[src/rtl/reg_file_arbiter.sv]
// Round-robin arbiter sharing one 8x16 register file port between requesters A and B.
// One transaction in flight; writes complete in 2 cycles and reads in 3 cycles.
module reg_file_arbiter #(
  parameter int DATA_W = 16,
  parameter int ADDR_W = 3
) (
  input  logic              CLK,
  input  logic              RST,
  input  logic              REQ_A,
  input  logic              REQ_B,
  input  logic              WE_A,
  input  logic              WE_B,
  input  logic [ADDR_W-1:0] ADDR_A,
  input  logic [ADDR_W-1:0] ADDR_B,
  input  logic [DATA_W-1:0] WDATA_A,
  input  logic [DATA_W-1:0] WDATA_B,
  output logic              GNT_A,
  output logic              GNT_B,
  output logic              DONE_A,
  output logic              DONE_B,
  output logic [DATA_W-1:0] RDATA_A,
  output logic [DATA_W-1:0] RDATA_B,
  output logic              BUSY,
  output logic              RF_WrEn,
  output logic              RF_RdEn,
  output logic [ADDR_W-1:0] RF_Address,
  output logic [DATA_W-1:0] RF_WrData,
  input  logic [DATA_W-1:0] RF_RdData
);

  typedef enum logic [1:0] {IDLE, ISSUE, CAPT} state_t;

  state_t              state_q, state_d;
  logic                last_q, last_d;      // 1 = B was served last
  logic                win_q, win_d;        // 1 = B owns the transaction
  logic                we_q, we_d;
  logic                gnt_a_q, gnt_a_d, gnt_b_q, gnt_b_d;
  logic                done_a_q, done_a_d, done_b_q, done_b_d;
  logic                busy_q, busy_d;
  logic                wren_q, wren_d, rden_q, rden_d;
  logic [ADDR_W-1:0]   addr_q, addr_d;
  logic [DATA_W-1:0]   wdata_q, wdata_d;
  logic [DATA_W-1:0]   rdata_a_q, rdata_a_d, rdata_b_q, rdata_b_d;
  logic                pick_b;

  // Next-state and registered-output computation for the arbitration FSM.
  // The RF address/data registers double as the latch for the winning command.
  always_comb begin
    state_d   = state_q;
    last_d    = last_q;
    win_d     = win_q;
    we_d      = we_q;
    addr_d    = addr_q;
    wdata_d   = wdata_q;
    rdata_a_d = rdata_a_q;
    rdata_b_d = rdata_b_q;
    gnt_a_d   = 1'b0;
    gnt_b_d   = 1'b0;
    done_a_d  = 1'b0;
    done_b_d  = 1'b0;
    wren_d    = 1'b0;
    rden_d    = 1'b0;
    pick_b    = REQ_B && (!REQ_A || !last_q);
    case (state_q)
      IDLE: begin
        if (REQ_A || REQ_B) begin
          win_d   = pick_b;
          last_d  = pick_b;
          we_d    = pick_b ? WE_B : WE_A;
          addr_d  = pick_b ? ADDR_B : ADDR_A;
          wdata_d = pick_b ? WDATA_B : WDATA_A;
          gnt_a_d = !pick_b;
          gnt_b_d = pick_b;
          wren_d  = we_d;
          rden_d  = !we_d;
          state_d = ISSUE;
        end
      end
      ISSUE: begin
        if (we_q) begin
          done_a_d = !win_q;
          done_b_d = win_q;
          state_d  = IDLE;
        end else begin
          state_d = CAPT;
        end
      end
      CAPT: begin
        if (win_q) rdata_b_d = RF_RdData;
        else       rdata_a_d = RF_RdData;
        done_a_d = !win_q;
        done_b_d = win_q;
        state_d  = IDLE;
      end
      default: state_d = IDLE;
    endcase
    busy_d = (state_d != IDLE);
  end

  // State and output registers with synchronous active-low reset.
  always_ff @(posedge CLK) begin
    if (!RST) begin
      state_q   <= IDLE;
      last_q    <= 1'b1;
      win_q     <= 1'b0;
      we_q      <= 1'b0;
      addr_q    <= '0;
      wdata_q   <= '0;
      rdata_a_q <= '0;
      rdata_b_q <= '0;
      gnt_a_q   <= 1'b0;
      gnt_b_q   <= 1'b0;
      done_a_q  <= 1'b0;
      done_b_q  <= 1'b0;
      busy_q    <= 1'b0;
      wren_q    <= 1'b0;
      rden_q    <= 1'b0;
    end else begin
      state_q   <= state_d;
      last_q    <= last_d;
      win_q     <= win_d;
      we_q      <= we_d;
      addr_q    <= addr_d;
      wdata_q   <= wdata_d;
      rdata_a_q <= rdata_a_d;
      rdata_b_q <= rdata_b_d;
      gnt_a_q   <= gnt_a_d;
      gnt_b_q   <= gnt_b_d;
      done_a_q  <= done_a_d;
      done_b_q  <= done_b_d;
      busy_q    <= busy_d;
      wren_q    <= wren_d;
      rden_q    <= rden_d;
    end
  end

  assign GNT_A      = gnt_a_q;
  assign GNT_B      = gnt_b_q;
  assign DONE_A     = done_a_q;
  assign DONE_B     = done_b_q;
  assign RDATA_A    = rdata_a_q;
  assign RDATA_B    = rdata_b_q;
  assign BUSY       = busy_q;
  assign RF_WrEn    = wren_q;
  assign RF_RdEn    = rden_q;
  assign RF_Address = addr_q;
  assign RF_WrData  = wdata_q;

endmodule

[config.mk]
export PLATFORM = sky130hd
export DESIGN_NAME = reg_file_arbiter
export DESIGN_NICKNAME = d
export VERILOG_FILES = /design/src/rtl/reg_file_arbiter.sv
export SDC_FILE = /design/constraint.sdc
export NUM_CORES = 1
export LEC_CHECK = 0
export ABC_AREA = 1
export CAP_MARGIN = 20
export CORE_ASPECT_RATIO = 1.25
export CORE_UTILIZATION = 25
export DETAILED_ROUTE_END_ITERATION = 10
export GPL_TIMING_DRIVEN = 0
export HOLD_SLACK_MARGIN = 0.1
export SLEW_MARGIN = 20
export SYNTH_ARGS = -nofsm -noshare
export SYNTH_HDL_FRONTEND = slang
export SYNTH_SLANG_ARGS = --single-unit
[constraint.sdc]
create_clock -name CLK -period 1.52 [get_ports CLK]
set_input_delay 0.152 -clock CLK [delete_from_list [all_inputs] [get_ports CLK]]
set_output_delay 0.152 -clock CLK [all_outputs]
set_load 0.005 [all_outputs]
==> results_dict.tcl <==
set metrics [dict create \
    worst_slack_ps 146 \
    ys_seq_area_share_pct 51.8 \
    dp_cells 555 \
    antenna_found_initial 0 \
    grt_pass1_vias 2484 \
    netlist_area_sq_um 2430 \
    placed_area_sq_um 3760 \
    endpoint "GNT_A$_SDFF_PN0_" \
    drive_above_1_share_pct 8.71 \
    htreeDepth 3 \
    timing.rr.start "state_q[0]$_SDFF_PN0_" \
    ir_drop_mv 0.540 \
    crit_start "state_q[0]$_SDFF_PN0_" \
    cp.arrival_ps 1620 \
    fin_cells 571 \
    vias 2564 \
    cts_buffers 9 \
    syn_inst 315 \
    cts_tree "done" \
    grt_max_degree 12 \
    yosys_warnings 0 \
    place_ws_ps -120 \
    finalInstanceArea_sq_um 4090 \
    fin_crit_sh_pct 90.4 \
    postSynthAreaPerCell_sq_um 7.73 \
    status "finished, final reports clean" \
    finalCriticalPeriod_ps 1370 \
    tightest_slew_ps 452 \
    die_h_um 112 \
    cellPowerDensity_nw_per_um2 1160 \
    cts_root_buf "clkbuf_16" \
    grt_overflow 0 \
    layout.nets 506 \
    clk_latency_ps 320 \
    wl_per_cell_um 12.5 \
    r2r_slack_ps 150 \
    finalMaxSlewViolations 0 \
    yosys_register_bits 63 \
    clockBufferDepth 2 \
    core_area_sq_um 9320 \
    cp_max_fo 10 \
    r2r-end "GNT_A$_SDFF_PN0_" \
    fp.dieW_um 90.3 \
    max-slew-margin-rel_pct 69.9 \
    diodes 0 \
    p_leak_nw 1.63 \
    hold_viol 0 \
    io_pins 118 \
    syn_to_final_growth_pct 67.9 \
    grt_pass1_wl_mm 11.8 \
    cp_data_required_time_ps 1770 \
    dr.pass1.iters 4 \
    cap_viol_max_count 0 \
    skew_ps 5.41 \
    layout_commonest_cell "clkdlybuf4s50_1" \
    portBuffers 117 \
    std_cell_rows 39 \
    drt-initial-drc-count 71 \
    routed_via_density 4.49 \
    clkSinkCount 63 \
    timing.fmax_mhz 728 \
    synth_cell_types 19 \
    setup_viol 0 \
    grt_usage_pct 14.6 \
    startpoint_type "flip-flop" \
    drt-total-wl_mm 7.13 \
    final_cell_mix "117 x clkdlybuf4s50_1, 67 x nor2_1, 63 x dfxtp_1" \
    cp-end-kind "flip-flop" \
    hpwl_mm 5.48 \
    detail-route-antenna-nets 0 \
    hold_class "in2reg" \
    gp_congestion 0.736 \
    drc_errors 0 \
    critical_path_class "reg2reg" \
    dieArea_sq_um 10100 \
    path_clk_slew_ps 60 \
    syn_nets 378 \
    reg2regPathDepth 7 \
    start_util_pct 26.1 \
]
-- cell usage after synthesis --
cell      count  area share [%]
nand2_1      33             5.1
nor2_2        2            0.51
nand4_1      14             3.6
clkbuf_2      1            0.21
nor2_1       67              10
clkbuf_1      9             1.4
a21oi_1       3            0.62
o21ai_2       1            0.36
o211ai_1      1            0.31
ha_1          3             1.5
inv_2         2            0.31
o21ai_0      32             6.6
nor3_1        2            0.41
buf_4         4             1.2
dfxtp_1      63              52
nand3_1      49              10
nand3b_1      6             1.8
inv_1        18             2.8
buf_2         5             1.0
-- state kept, by name, summed over array words and instances, names as in the netlist, 2 cells and up --
signal      cells
RDATA_B        16
state_q         2
RF_Address      3
RF_WrData      16
RDATA_A        16
-- repair_timing --
action                                  in CTS  in global routing
pin swaps                                    0                  0
endpoints found under the setup margin       7                 36
gates resized for setup                      2                  8
setup buffers                                0                  1
endpoints found under the hold margin        0                  0
hold buffers                                 0                  0
-- critical path, stage by stage, from the launching register on --
cell,delay (ps)
dfxtp_1,310
inv_1,100
ha_2,230
nand2_1,110
nor2_2,190
buf_4,200
inv_2,50
a21oi_1,110
-- worst min path at each step --
stage,startpoint,endpoint,slack [ps],cells after the start
after global routing,WDATA_A[1],RF_WrData[1]$_SDFFE_PN0P_,430,3
after CTS,WDATA_A[15],RF_WrData[15]$_SDFFE_PN0P_,410,3
after detailed placement,RF_WrData[8]$_SDFFE_PN0P_,RF_WrData[8]$_SDFFE_PN0P_,440,2
after global placement,RF_WrData[6]$_SDFFE_PN0P_,RF_WrData[6]$_SDFFE_PN0P_,440,2
final,WDATA_A[15],RF_WrData[15]$_SDFFE_PN0P_,420,3
after floorplan,ADDR_A[0],RF_Address[0]$_SDFFE_PN0P_,290,2
-- metal layers --
metal,track usage [%],routed length (um),vias to the layer above
met2,25.9,3580,96
met3,4.67,506,12
met4,6.45,116,0
met1,15.7,2930,1153
met5,0,0,-
li1,-,-,1303
-- final cells by class --
cell class / count / area, sq um
plain buffers: 18 / 91.3
clock buffers: 11 / 253
clock inverters: 5 / 56.3
fillers: 935 / 5230
inverters: 20 / 78.8
multi-input cells: 213 / 1010
flip-flops and latches: 63 / 1260
well taps: 123 / 154
repair buffers: 118 / 1180
-- metrics by stage --
| step | setup TNS, ps | power (mW) | hold WS (ps) | utilization (%) |
|---|---|---|---|---|
| 3_3_place_gp | -2560 | 2.69 | 435 | 40.3 |
| 2_1_floorplan | 0 | 2.21 | 293 | - |
| 3_5_place_dp | -2150 | 2.70 | 442 | 40.3 |
| 6_report | 0 | 4.74 | 416 | 43.9 |
| 4_1_cts | 0 | 4.79 | 409 | 43.7 |
| 5_1_grt | -4.43 | 4.97 | 426 | 43.9 |
-- power by group --
part           total [mW]  switching (mW)  internal (mW)
sequential           1.86          0.0698           1.79
combinational       0.809           0.354          0.455
clock                2.08           0.723           1.35
-- cell families (layout without fill, tap and decap cells) --
| group | Yosys count | after routing | share of synthesized area, % |
|---|---|---|---|
| buffers and inverters | 39 | 172 | 6.94 |
| flip-flops | 63 | 63 | 51.8 |
| adder cells (fa/ha/maj) | 3 | 3 | 1.54 |
| AND/OR/NAND/NOR | 173 | 173 | 31.9 |
| AO/OA/AOI/OAI | 37 | 37 | 7.86 |
Note: power is estimated with default switching activity, not from simulation.
